===== src/rtl/uart_rx_module.sv =====
// 16x-oversampled UART receiver: 2-flop line sync, START/DATA/STOP FSM, done pulse and status.
// Define UART_RX_PARITY_EN to add a PARITY state (PARITY_ODD selects odd parity).
module uart_rx_module #(
  parameter int unsigned NB_DATA     = 8,
  parameter int unsigned SB_TICK     = 16,
  parameter int unsigned NB_TICK_CNT = 5
`ifdef UART_RX_PARITY_EN
  ,
  parameter bit          PARITY_ODD  = 1'b0
`endif
) (
  input  logic               i_clk,
  input  logic               i_reset,
  input  logic               i_tick,
  input  logic               i_rx,
  output logic [NB_DATA-1:0] o_data,
  output logic               o_rx_done,
  output logic               o_frame_err,
  output logic               o_parity_err,
  output logic               o_busy
);

  localparam int unsigned NbBitCnt = (NB_DATA > 1) ? $clog2(NB_DATA) : 1;

  localparam logic [NB_TICK_CNT-1:0] TickMid  = NB_TICK_CNT'(7);
  localparam logic [NB_TICK_CNT-1:0] TickEnd  = NB_TICK_CNT'(15);
  localparam logic [NB_TICK_CNT-1:0] TickStop = NB_TICK_CNT'(SB_TICK - 1);
  localparam logic [NbBitCnt-1:0]    BitLast  = NbBitCnt'(NB_DATA - 1);

  typedef enum logic [2:0] {StIdle, StStart, StData, StParity, StStop} state_e;

`ifdef UART_RX_PARITY_EN
  localparam state_e StAfterData = StParity;
`else
  localparam state_e StAfterData = StStop;
`endif

  logic                   rx_meta_q, rx_s_q;
  state_e                 state_q, state_d;
  logic [NB_TICK_CNT-1:0] s_q, s_d;
  logic [NbBitCnt-1:0]    n_q, n_d;
  logic [NB_DATA-1:0]     shreg_q, shreg_d;
  logic [NB_DATA-1:0]     data_q, data_d;
  logic                   done_q, done_d;
  logic                   ferr_q, ferr_d;
  logic                   busy_q, busy_d;
  logic                   stop_hit;

  // State register (all flops, synchronous reset)
  always_ff @(posedge i_clk) begin
    if (i_reset) begin
      rx_meta_q <= 1'b1;
      rx_s_q    <= 1'b1;
      state_q   <= StIdle;
      s_q       <= '0;
      n_q       <= '0;
      shreg_q   <= '0;
      data_q    <= '0;
      done_q    <= 1'b0;
      ferr_q    <= 1'b0;
      busy_q    <= 1'b0;
    end else begin
      rx_meta_q <= i_rx;
      rx_s_q    <= rx_meta_q;
      state_q   <= state_d;
      s_q       <= s_d;
      n_q       <= n_d;
      shreg_q   <= shreg_d;
      data_q    <= data_d;
      done_q    <= done_d;
      ferr_q    <= ferr_d;
      busy_q    <= busy_d;
    end
  end

  // Next-state logic; everything but the IDLE exit advances only on i_tick
  always_comb begin
    state_d = state_q;
    s_d     = s_q;
    n_d     = n_q;
    shreg_d = shreg_q;
    unique case (state_q)
      StIdle: begin
        if (!rx_s_q) begin
          state_d = StStart;
          s_d     = '0;
        end
      end
      StStart: begin
        if (i_tick) begin
          if (s_q == TickMid) begin
            s_d = '0;
            if (!rx_s_q) begin
              state_d = StData;
              n_d     = '0;
            end else begin
              state_d = StIdle;
            end
          end else begin
            s_d = s_q + 1'b1;
          end
        end
      end
      StData: begin
        if (i_tick) begin
          if (s_q == TickEnd) begin
            s_d     = '0;
            shreg_d = {rx_s_q, shreg_q[NB_DATA-1:1]};
            if (n_q == BitLast) begin
              state_d = StAfterData;
            end else begin
              n_d = n_q + 1'b1;
            end
          end else begin
            s_d = s_q + 1'b1;
          end
        end
      end
`ifdef UART_RX_PARITY_EN
      StParity: begin
        if (i_tick) begin
          if (s_q == TickEnd) begin
            s_d     = '0;
            state_d = StStop;
          end else begin
            s_d = s_q + 1'b1;
          end
        end
      end
`endif
      StStop: begin
        if (i_tick) begin
          if (s_q == TickStop) begin
            s_d     = '0;
            state_d = StIdle;
          end else begin
            s_d = s_q + 1'b1;
          end
        end
      end
      default: state_d = StIdle;
    endcase
  end

  assign stop_hit = (state_q == StStop) && i_tick && (s_q == TickStop);

  // Output logic; busy is registered from state_d so it tracks state_q exactly
  always_comb begin
    done_d = stop_hit;
    data_d = data_q;
    ferr_d = ferr_q;
    busy_d = (state_d != StIdle);
    if (stop_hit) begin
      data_d = shreg_q;
      ferr_d = ~rx_s_q;
    end
  end

`ifdef UART_RX_PARITY_EN
  logic par_q, par_d;
  logic perr_q, perr_d;

  always_ff @(posedge i_clk) begin
    if (i_reset) begin
      par_q  <= 1'b0;
      perr_q <= 1'b0;
    end else begin
      par_q  <= par_d;
      perr_q <= perr_d;
    end
  end

  always_comb begin
    par_d  = par_q;
    perr_d = perr_q;
    if ((state_q == StParity) && i_tick && (s_q == TickEnd)) begin
      par_d = (^shreg_q) ^ rx_s_q ^ PARITY_ODD;
    end
    if (stop_hit) begin
      perr_d = par_q;
    end
  end

  assign o_parity_err = perr_q;
`else
  assign o_parity_err = 1'b0;
`endif

  assign o_data      = data_q;
  assign o_rx_done   = done_q;
  assign o_frame_err = ferr_q;
  assign o_busy      = busy_q;

endmodule


===== config.mk =====
export PLATFORM = sky130hd
export DESIGN_NAME = uart_rx_module
export DESIGN_NICKNAME = d
export VERILOG_FILES = /design/src/rtl/uart_rx_module.sv
export SDC_FILE = /design/constraint.sdc
export NUM_CORES = 1
export LEC_CHECK = 0
export CORE_ASPECT_RATIO = 0.5
export CORE_MARGIN = 5
export CORE_UTILIZATION = 45
export CTS_CLUSTER_DIAMETER = 50
export CTS_CLUSTER_SIZE = 16
export DETAILED_ROUTE_END_ITERATION = 10
export GPL_TIMING_DRIVEN = 0
export PLACE_DENSITY = 0.68
export SYNTH_ARGS = -nofsm -noshare
export SYNTH_HDL_FRONTEND = slang
export SYNTH_SLANG_ARGS = --single-unit

===== constraint.sdc =====
create_clock -name i_clk -period 2 [get_ports i_clk]
set_input_delay 0.4 -clock i_clk [delete_from_list [all_inputs] [get_ports i_clk]]
set_output_delay 0.4 -clock i_clk [all_outputs]
set_load 0.05 [all_outputs]

# --- Yosys cells after proc, flatten, opt, wreduce, memory -nomap -nowiden ---
# Cells that the tools add are included.
op_classes:
  addsub: 2
  n_eq_ne: 14
  muxes: 23
  bitwise_logic: 1
  n_reduce_logical: 10
ops:
  columns: ["cell", "count"]
  rows:
  - ["3-bit 2-to-1 mux", 14]
  - ["5-bit 2-to-1 mux", 5]
  - ["5-bit case mux with 3 select lines", 1]
  - ["2-bit inequality test, second input constant", 7]
  - ["3-bit case mux with 4 select lines", 1]
  - ["7-bit AND reduction", 1]
  - ["3-bit == test, second input constant", 2]
  - ["3-bit case mux with 2 select lines", 1]
  - ["3-bit nonzero test", 2]
  - ["5-bit by 1-bit adder with 5-bit output, second input constant", 1]
  - ["5-bit by 3-bit == test with 1-bit output, second input constant", 1]
  - ["5-bit by 4-bit == test with 1-bit output, second input constant", 1]
  - ["4-bit AND reduction", 1]
  - ["3-bit by 1-bit adder with 3-bit output, second input constant", 1]
  - ["3-bit by 1-bit == test with 1-bit output, second input constant", 1]
  - ["3-bit by 2-bit == test with 1-bit output, second input constant", 1]
  - ["3-bit logical NOT", 1]
  - ["3-bit AND reduction", 1]
  - ["1-bit logical AND", 2]
  - ["2-bit 2-to-1 mux", 1]
  - ["2-bit by 1-bit inequality test with 1-bit output, second input constant", 1]
  - ["2-bit nonzero test", 1]
  - ["2-bit OR reduction", 1]
  - ["1-bit NOT", 1]
totals:
  regBits: 32
  in_bits: 4

# --- Depth between registers and ports, before layout ---
# Gate-level depths: netlist of run 1.
logic_depth:
  ltp_word: 6
  depth_mapped: 8
  mapped_depth_nobuf: 8

# --- Worst setup path after synthesis of run 1 ---
# No wires, ideal clock.
synth_path:
  path_kind: "register to register"
  from: "reg s_q[0]"
  to: "reg s_q[3]"
  setup_ps: 79
  arrival_ps: 1784
  required_time_ps: 1921
  setup_slack_ps: 137
  stages_incl_launch_ff: 8
  path_cell_list: "dfxtp_1 > ha_1 > and3_1 > ha_1 > or4b_1 > o211ai_1 > o211ai_1 > o211ai_1"
synth_between:
  elab_chain_cells: 4
synth_lines:
  columns: ["element", "line", "source"]
  rows:
  - ["start: declaration", "40", "logic [NB_TICK_CNT-1:0] s_q, s_d;"]
  - ["start signal: assignment", "55", "s_q <= '0;"]
  - ["start signal: assignment", "66", "s_q <= s_d;"]
  - ["5-bit by 1-bit adder with 5-bit output (tied with other cells)", "100, 115, 137", null]
  - ["5-bit 2-to-1 mux (on tied branches)", "106, 133, 91", null]
  - ["5-bit 2-to-1 mux (on tied branches)", "105, 90", null]
  - ["5-bit case mux with 3 select lines (*)", "82", "unique case (state_q)"]
# Mark *: on every way between the ends. The rest lies on a longest branch, timed or not. The select of a mux whose other input is x is not followed.
# A chain may end at the register's enable or synchronous reset.

# --- Worst setup path in the final report of run 1 ---
layout_path:
  from: "reg s_q[0]"
  to: "reg s_q[1]"
# Same word-level chain as after synthesis.

==> results by group, run 1 <==
Hold path
  • Hold_sp: rx_meta_q
  • Min-Delay Path Depth: 1
  • HP Class: reg2reg
  • Hold endpoint: rx_s_q

Logic synthesis
  • Synth Instances: 168
  • Area fraction in and, or, nand and nor cells after synthesis: 28.7%
  • Mux share of post-synthesis cell area: 5.25%
  • Largest family of logic cells by synthesized area: simple AND/OR/NAND/NOR gates
  • Number of synthesized flops with an enable pin: 0
  • Synth Area in Compound Gates: 14.2%
  • XOR/XNOR Fraction of Synth Area: 0%
  • Post-synth top area share: 42.0%
  • Prevailing post-synth register cell: dfxtp_1
  • Asr flop ratio synth: 0%
  • Synth top area cells: dfxtp_1 (42%), mux2i_1 (5.2%), ha_1 (4.9%)
  • Synthesized area: 1530 um2
  • Syn Area/Cell: 9.09 um2
  • Syn nets: 178
  • Most common cell in the netlist: dfxtp_1
  • Adder-Cell Fraction of Synth Area: 4.92%
  • Yosys reg bits: 32
  • Biggest area consumer among synthesized cells: dfxtp_1
  • Netlist cell types: 44
  • Post-synthesis sequential area ratio: 42.0%
  • Synth Warn #: 0
  • Post-synth top cells: dfxtp_1 (32), nand2_1 (17), a21oi_1 (12), nand3_1 (10), nor2_1 (10)

Final layout
  • Share of layout cells above drive strength 1: 14.7%
  • Nets: 199
  • Final Non-Filler Cells: 230
  • Synth-to-Final Area Change: 21.3%
  • Ant. Diodes: 0
  • Final Util: 59.4%

STA
  • Setup_tns: 0 ns
  • Final hold violations: 0
  • Final setup violation count: 0
  • Final Cycle Share: 97.8%
  • Rel. slew slack: 65.2%
  • Unrepaired setup endpoints after global routing: no
  • Worst Max-Slew Pin Slew: 0.522 ns
  • Crit path time final: 1.96 ns
  • Final setup margin: 0.0430 ns
  • Highest Clock Rate: 511 MHz
  • Skew final: 0.00619 ns
  • Slew Limit Fails: 0

Global routing
  • Tot GR Track Use: 14.9%
  • GR Util met3: 5.57%
  • First-pass GRT wire length: 5580 um
  • Largest net degree at the start of global routing: 12
  • Vias in the first global route: 1240
  • Met2 usage: 24.7%
  • Initial antenna violation count: 0
  • Grt ovf: 0
  • GR peak layer: met2
  • Met1 usage: 17.8%

Setup path
  • R2R Path Start: s_q[0]
  • Worst EP required: 2.22 ns
  • Worst r2r dst: s_q[1]
  • Worst-path fanout max: 5
  • Beginning of the critical path: s_q[0]
  • Setup crit end kind: register
  • Crit Path Category: reg2reg
  • R2R Setup Slk: 0.04 ns
  • Crit path DAT: 2.18 ns
  • Worst r2r path cells: 7
  • Startpoint Class: register

Die
  • DIE AREA: 4730 um2
  • Core outline area: 3120 um2
  • Die extent in x: 92.4 um
  • I/O pin cnt: 16
  • Row count: 14
  • Die H: 51.2 um
  • Initial Utilization: 49.0%

Clock tree
  • Clk_lat worst skew: 0.29 ns
  • CTS H-tree lvls: 2
  • Post-CTS setup buffer count: 0
  • CTS clock-pin slew for the worst setup and hold paths: 0.07 ns
  • Clk sinks: 32
  • CTS tree: done
  • Max clock buf depth: 2
  • CTS Buf Count: 5
  • CTS root buf: clkbuf_8
  • Hold_buf cts: 0

Drt
  • Drt pass-1 iters: 4
  • DR iter-0 viols: 42
  • Via-per-instance ratio: 5.59
  • WL/cell: 14.0 um
  • DR vias: 1286
  • DRC Markers: 0
  • Post-route ant nets: 0
  • Post-Route WL: 3230 um

Place
  • # port buffers: 14
  • Gpl congestion: 0.908
  • Cell total after placement: 222
  • Post-DP HPWL: 2130 um
  • Post-place setup slack: -0.113 ns

Status
  • Status: finished, final reports clean

Power and ir drop
  • Design Power: 0.00133 W
  • Power density of the placed cells: 719 nW/um2
  • P_leak: 0.650 nW
  • P_sw: 0.000299 W
  • Peak VDD IR: 0.000335 V
  • Clock share of power: 46.5%
  • Part of the power in registers: 48.6%
  • Comb pwr share: 4.9%
  • Switching share of power: 22.4%
  • Int Power: 0.00103 W

Run
  • Max Cap Viol: 0
==> cells in the final DEF, fill, tap and decap left out, types with 6 or more instances in the layout <==
cell type        count
dfxtp_1             31
o211ai_1             6
mux2i_1              8
a21oi_1             12
nand2_1             17
inv_1                6
nand3_1             10
clkdlybuf4s50_1     14
nor2_1              10
==> flip-flops by register name, summed over array words and instances (netlist names) <==
signal       count
s_q              5
state_q          3
o_rx_done        1
rx_s_q           1
o_busy           1
shreg_q          8
n_q              3
o_data           8
o_frame_err      1
rx_meta_q        1
==> how the worst max path moves through the flow <==
stage / to / slack (ns) / depth (start not counted)
finish: s_q[1] / 0.04 / 7
global route: s_q[1] / 0.006 / 7
CTS: o_data[3] / 0.01 / 8
detailed placement: n_q[1] / -0.11 / 6
global placement: n_q[1] / -0.12 / 6
floorplan: s_q[3] / 0.14 / 7
==> power by group through the flow <==
stage	registers (W)	clock network, W	logic (W)
after floorplan	0.000664	0	0.0000393
after global routing	0.000648	0.000666	0.0000706
final	0.000648	0.000620	0.0000649
after detailed placement	0.000662	0	0.0000632
after CTS	0.000647	0.000639	0.0000639
after global placement	0.000662	0	0.0000622
==> worst max-delay path, stage by stage (launching register included) <==
cell and delay (ns):
dfxtp_2 0.34, ha_2 0.21, and3_4 0.19, ha_2 0.19, or4b_4 0.49, o211ai_1 0.21
o2111ai_1 0.17, o21ai_1 0.11
==> per-layer routing <==
layer  share of wire, %  wire length, um  vias to the layer above
li1                   -                -                      644
met1                 50             1600                      610
met2                 45             1440                       25
met3                4.2              134                        7
met4                1.5               47                        0
met5                  0                0                        -
==> layout make-up <==
| class | instances | area, um2 |
|---|---|---|
| buffer | 10 | 50.0 |
| clock buffer | 5 | 68.8 |
| clock inverter | 3 | 42.5 |
| fill | 287 | 1270 |
| inverter | 7 | 26.3 |
| multi-input combinational | 119 | 832 |
| sequential | 32 | 642 |
| tap | 40 | 50.0 |
| timing repair buffer | 14 | 140 |
==> what timing repair did <==
item	in CTS	in global routing
pin swaps	2	2
resized for setup	3	7
endpoints found under the setup margin	9	16
==> through the flow <==
stage          instance area, um2  hold slack (ns)
2_1_floorplan                1530            0.383
3_3_place_gp                 1720            0.388
3_5_place_dp                 1720            0.392
4_1_cts                      1830            0.405
5_1_grt                      1850            0.436
6_report                     1850            0.406
==> cells by family (layout without fill, tap and decap cells) <==
logic type | count (synthesis) | after routing
flip-flops | 32 | 32
buffers and inverters | 17 | 39
AO/OA/AOI/OAI | 30 | 30
other | 1 | 1
AND/OR/NAND/NOR | 74 | 74
multiplexers | 8 | 8
adder cells (fa/ha/maj) | 6 | 6
(Power assumes the default switching activity.)
==> run 2, diff against run 1 <==
Settings changed: MAX_ROUTING_LAYER set to met4.
==> run 2 against run 1 <==
  * First-iteration DRC count decreased by 2.4%
  * Highest routed layer unchanged
  * Setup slack improved by 0.00053 ns
  * Combinational power about the same
  * Register-to-register slack about the same
==> results by group, run 2 (synthesized netlist as in run 1, its figures left out) <==
Final layout
  • Share of layout cells above drive strength 1: 14.7% (unchanged)
  • Commonest non-fill, non-tap cell in the layout: dfxtp_1
  • Nets: 199 (unchanged)
  • Synth-to-Final Area Change: 21.3% (unchanged)
  • Ant. Diodes: 0 (unchanged)
  • Commonest non-fill, non-tap cells in the layout: dfxtp_1 (31), nand2_1 (17), clkdlybuf4s50_1 (14), a21oi_1 (12)

Hold path
  • HP Class: reg2reg
  • Hold_sp: rx_meta_q
  • Min-Delay Path Depth: 1 (unchanged)
  • Hold endpoint: rx_s_q

Setup path
  • Cell repeated most along the worst path: ha_2
  • CP cell instances: ha_2, and3_4, ha_2, or4b_4, o211ai_1, o2111ai_1, o21ai_1
  • R2R Setup Slk: 0.04 ns (about the same)
  • Crit Path Category: reg2reg
  • Worst-path fanout max: 5 (unchanged)
  • Worst r2r dst: s_q[1]
  • Max incr delay on CP: 0.48 ns (about the same)
  • Startpoint Class: register
  • Crit path buffers/inverters: 0 (unchanged)
  • Largest delay share family, worst path: simple AND/OR/NAND/NOR gates
  • Worst EP required: 2.22 ns (about the same)
  • Crit path DAT: 2.18 ns (about the same)
  • Max stage delay cell, worst path: or4b_4
  • Setup crit end kind: register
  • Worst r2r path cells: 7 (unchanged)
  • R2R Path Start: s_q[0]

Clock tree
  • Post-CTS setup buffer count: 0 (unchanged)
  • CTS root buf: clkbuf_8
  • Clk sinks: 32 (unchanged)
  • CTS tree: done
  • CTS clock-pin slew for the worst setup and hold paths: 0.07 ns (about the same)
  • CTS Buf Count: 5 (unchanged)
  • Clk_lat worst skew: 0.29 ns (about the same)
  • Hold_buf cts: 0 (unchanged)
  • CTS H-tree lvls: 2 (unchanged)
  • Max clock buf depth: 2 (unchanged)

STA
  • Skew final: 0.00709 ns (+0.000897 ns)
  • Final Cycle Share: 97.8% (about the same)
  • Final Hold Slack: 0.404 ns (-0.00171 ns)
  • Unrepaired setup endpoints after global routing: no
  • Final hold violations: 0 (unchanged)
  • Slew Limit Fails: 0 (unchanged)
  • Crit path time final: 1.96 ns (-0.000533 ns)
  • Highest Clock Rate: 511 MHz (about the same)
  • Worst Max-Slew Pin Slew: 0.515 ns (-0.00683 ns)
  • Rel. slew slack: 65.6% (+0.46 points)
  • Final setup violation count: 0 (unchanged)

Power and ir drop
  • Switching share of power: 22.6% (+0.14 points)
  • Clock share of power: 46.6% (about the same)
  • Comb pwr share: 4.8% (about the same)
  • Design Power: 0.00133 W (+0.18%)
  • Int Power: 0.00103 W (about the same)
  • P_leak: 0.650 nW (unchanged)
  • P_sw: 0.000301 W (+0.79%)
  • Power density of the placed cells: 721 nW/um2 (+0.18%)
  • Part of the power in registers: 48.5% (about the same)
  • Peak VDD IR: 0.000335 V (about the same)

Global routing
  • First-pass GRT wire length: 5590 um (+0.13%)
  • Vias in the first global route: 1239 (-0.081%)
  • Grt ovf: 0 (unchanged)
  • Largest net degree at the start of global routing: 12 (unchanged)
  • Initial antenna violation count: 0 (unchanged)
  • Tot GR Track Use: 15.4% (+0.47 points)

Run
  • Max Cap Viol: 0 (unchanged)

Die
  • Row count: 14 (unchanged)
  • I/O pin cnt: 16 (unchanged)
  • DIE AREA: 4730 um2 (unchanged)
  • Die H: 51.2 um (unchanged)
  • Core outline area: 3120 um2 (unchanged)
  • Initial Utilization: 49.0% (unchanged)
  • Die extent in x: 92.4 um (unchanged)

Drt
  • Drt pass-1 iters: 4 (unchanged)
  • WL/cell: 14.0 um (unchanged)
  • Post-route ant nets: 0 (unchanged)
  • DR iter-0 viols: 41 (-2.4%)
  • DRC Markers: 0 (unchanged)
  • DR vias: 1296 (+0.78%)
  • Via-per-instance ratio: 5.63 (+0.78%)
  • Post-Route WL: 3230 um (unchanged)

Place
  • Post-DP HPWL: 2130 um (unchanged)
  • # port buffers: 14 (unchanged)
  • Gpl congestion: 0.924 (+1.7%)

Status
  • Status: finished, final reports clean
-- run 2: worst reg2reg max path: cells and delay by family, from the launching register on --
kind	cells	cell delay [ns]
compound gates	3	0.49
flops	1	0.34
simple gates	2	0.67
fa+ha+maj	2	0.40
-- run 2: what timing repair did --
item | 4_1_cts | 5_1_grt
setup endpoints to repair | 9 | 16
pin swaps | 2 | 2
resized for setup | 3 | 7
-- run 2: how the worst max path moves through the flow --
stage | from | end | slack [ns] | cells after the start
3_3_place_gp | i_tick | n_q[1] | -0.12 | 6
3_5_place_dp | i_tick | n_q[1] | -0.11 | 6
6_report | s_q[0] | s_q[1] | 0.04 | 7
2_1_floorplan | s_q[0] | s_q[3] | 0.14 | 7
5_1_grt | s_q[0] | s_q[1] | 0.006 | 7
4_1_cts | s_q[0] | o_data[3] | 0.01 | 8
-- run 2: metal layers --
metal / global-route usage (%) / part of all wire (%) / up-vias
li1: - / - / 642
met1: 17.8 / 50 / 620
met2: 24.7 / 44 / 29
met3: 5.57 / 4.6 / 5
met4: 6.16 / 1.3 / 0
met5: - / 0 / -
-- run 2: power groups by stage --
stage	sequential, W	clock, W	combinational [W]
global placement	0.000662	0	0.0000622
finish	0.000648	0.000623	0.0000646
detailed placement	0.000662	0	0.0000632
floorplan	0.000664	0	0.0000393
CTS	0.000647	0.000639	0.0000639
global route	0.000648	0.000666	0.0000706
-- run 2: final cells by class --
| class | count | area (um2) |
|---|---|---|
| fill | 287 | 1270 |
| tap | 40 | 50.0 |
| clock buffer | 5 | 68.8 |
| inverter | 7 | 26.3 |
| buffer | 10 | 50.0 |
| sequential | 32 | 642 |
| clock inverter | 3 | 42.5 |
| timing repair buffer | 14 | 140 |
| multi-input combinational | 119 | 832 |
-- run 2: stage by stage --
step	setup TNS [ns]	util (%)	instance area [um2]	instances	worst slack (ns)
CTS	0	58.8	1830	230	0.0134
floorplan	0	-	1530	168	0.137
global route	0	59.4	1850	230	0.00634
detailed placement	-0.589	55.1	1720	222	-0.113
finish	0	59.4	1850	230	0.0436
global placement	-0.629	55.1	1720	222	-0.115
==> run 3, diff against run 2 <==
Settings changed: CORE_UTILIZATION 45 to 50, PLACE_DENSITY 0.68 to 0.75.
==> run 3 against run 2 <==
  * Register-to-register slack about the same
  * Sequential share of layout area down 0.14 points
  * Die area down 8.5%
  * Critical path type unchanged
  * Largest cell class unchanged
  * Highest routed layer unchanged
==> results by group, run 3 (synthesized netlist as in run 1, its figures left out) <==
Status
  • Status: finished, final reports clean

Global routing
  • Initial antenna violation count: 0 (unchanged)
  • Tot GR Track Use: 16.1% (+0.70 points)
  • First-pass GRT wire length: 5320 um (-4.8%)
  • Grt ovf: 0 (unchanged)
  • Largest net degree at the start of global routing: 11 (-1)
  • Vias in the first global route: 1169 (-5.6%)

Setup path
  • R2R Setup Slk: 0.06 ns (about the same)
  • CP cell instances: ha_4, and3_4, ha_2, or4b_4, o211ai_1, nand4_1, o211ai_1
  • Startpoint Class: register
  • Setup crit end kind: register
  • Max incr delay on CP: 0.49 ns (about the same)
  • Cell repeated most along the worst path: o211ai_1
  • Crit path DAT: 2.15 ns (-0.03 ns)
  • Max stage delay cell, worst path: or4b_4
  • Crit Path Category: reg2reg
  • Worst EP required: 2.20 ns (-0.02 ns)
  • Worst-path fanout max: 5 (unchanged)

Final layout
  • Nets: 200 (+0.50%)
  • Fillers: 246 (-14%)
  • Commonest non-fill, non-tap cells in the layout: dfxtp_1 (31), nand2_1 (17), clkdlybuf4s50_1 (14), a21oi_1 (12)
  • Commonest non-fill, non-tap cell in the layout: dfxtp_1
  • Share of layout cells above drive strength 1: 14.7% (-0.077 points)
  • Synth-to-Final Area Change: 21.8%
  • Final Non-Filler Cells: 231 (+0.43%)
  • Ant. Diodes: 0 (unchanged)

STA
  • Final hold violations: 0 (unchanged)
  • Highest Clock Rate: 515 MHz (+0.73%)
  • Final Cycle Share: 97.1% (-0.70 points)
  • Final Hold Slack: 0.413 ns (+0.00887 ns)
  • Rel. slew slack: 62.5% (-3.2 points)
  • Skew final: 0.00519 ns (-0.00189 ns)
  • Final setup violation count: 0 (unchanged)
  • Worst Max-Slew Pin Slew: 0.563 ns (+0.0480 ns)
  • Slew Limit Fails: 0 (unchanged)
  • Crit path time final: 1.94 ns (-0.0141 ns)
  • Final setup margin: 0.0576 ns (+0.0141 ns)

Place
  • # port buffers: 14 (unchanged)
  • Post-DP HPWL: 2150 um (+0.68%)
  • Cell total after placement: 222 (unchanged)
  • Gpl congestion: 0.843 (-8.7%)
  • Post-place setup slack: -0.118 ns (-0.00566 ns)

Drt
  • Post-route ant nets: 0 (unchanged)
  • Post-Route WL: 3270 um (+1.2%)
  • DR iter-0 viols: 56 (+37%)
  • DRC Markers: 0 (unchanged)
  • DR vias: 1310 (+1.1%)
  • Via-per-instance ratio: 5.67 (+0.64%)
  • WL/cell: 14.1 um (+0.80%)
  • Drt pass-1 iters: 4 (unchanged)

Power and ir drop
  • Design Power: 0.00123 W (-7.6%)
  • Switching share of power: 23.4% (+0.82 points)
  • Int Power: 0.000945 W (-8.6%)
  • P_sw: 0.000288 W (-4.3%)
  • Clock share of power: 42.2% (-4.4 points)
  • Comb pwr share: 5.2% (+0.4 points)
  • P_leak: 0.647 nW (-0.49%)
  • Peak VDD IR: 0.000403 V (+20%)
  • Power density of the placed cells: 663 nW/um2 (-8.0%)
  • Part of the power in registers: 52.6% (+4.1 points)

Die
  • Initial Utilization: 51.6% (+2.6 points)
  • I/O pin cnt: 16 (unchanged)
  • Core outline area: 2960 um2 (-5.1%)
  • DIE AREA: 4330 um2 (-8.5%)
  • Row count: 14 (unchanged)
  • Die extent in x: 88.1 um (-4.6%)
  • Die H: 49.1 um (-4.1%)

Clock tree
  • CTS root buf: clkbuf_8
  • CTS tree: done
  • Clk_lat worst skew: 0.28 ns (about the same)
  • CTS Buf Count: 5 (unchanged)
  • Max clock buf depth: 2 (unchanged)
  • CTS H-tree lvls: 2 (unchanged)
  • CTS clock-pin slew for the worst setup and hold paths: 0.07 ns (about the same)
  • Clk sinks: 32 (unchanged)

Hold path
  • HP Class: reg2reg

Run
  • Max Cap Viol: 0 (unchanged)
run 3: worst max-delay path: cells and delay by family (launching register included):
kind,cells,cell delay (ns)
AO/OA/AOI/OAI,2,0.31
flip-flops,1,0.35
adder cells (fa/ha/maj),2,0.37
AND/OR/NAND/NOR,3,0.82
run 3: worst paths after layout:
path / endpoint / start / cells after the start
max reg2reg: s_q[3] / s_q[1] / 7
min: rx_s_q / rx_meta_q / 1
max: s_q[3] / s_q[1] / 7
min reg2reg: rx_s_q / rx_meta_q / 1
run 3: layer usage:
layer	track usage [%]	up-vias	routed length (um)
li1	-	649	-
met1	20.4	620	1520
met2	24.0	32	1540
met3	5.06	9	163
met4	6.03	0	47
met5	-	-	0
run 3: per-stage QoR:
| step | cell area [um2] | utilization [%] | TNS, ns |
|---|---|---|---|
| after floorplan | 1530 | - | 0 |
| after global routing | 1860 | 62.8 | -0.0176 |
| final | 1860 | 62.8 | 0 |
| after detailed placement | 1720 | 58.0 | -0.617 |
| after CTS | 1820 | 61.5 | 0 |
| after global placement | 1720 | 58.0 | -0.335 |
run 3: power by group through the flow:
stage / combinational, W / clock [W] / sequential [W]
after floorplan: 0.0000393 / 0 / 0.000664
after global placement: 0.0000613 / 0 / 0.000662
after detailed placement: 0.0000627 / 0 / 0.000663
after CTS: 0.0000630 / 0.000531 / 0.000648
after global routing: 0.0000713 / 0.000558 / 0.000649
final: 0.0000644 / 0.000520 / 0.000649
run 3: area by class of cell:
| class | count | area (um2) | share of cell area [%] |
|---|---|---|---|
| multi-input cells | 119 | 852 | 45.8 |
| flip-flops and latches | 32 | 642 | 34.5 |
| repair buffers | 15 | 145 | 7.81 |
| clock buffers | 7 | 86.3 | 4.64 |
| plain buffers | 10 | 50.0 | 2.69 |
| well taps | 40 | 50.0 | 2.69 |
| inverters | 7 | 26.3 | 1.41 |
| clock inverters | 1 | 7.51 | 0.404 |
run 3: timing repair:
action,4_1_cts,5_1_grt
hold buffers,0,0
cloned,0,1
pin swaps,3,2
resized for setup,5,8
setup buffers,0,0
endpoints found under the setup margin,14,14
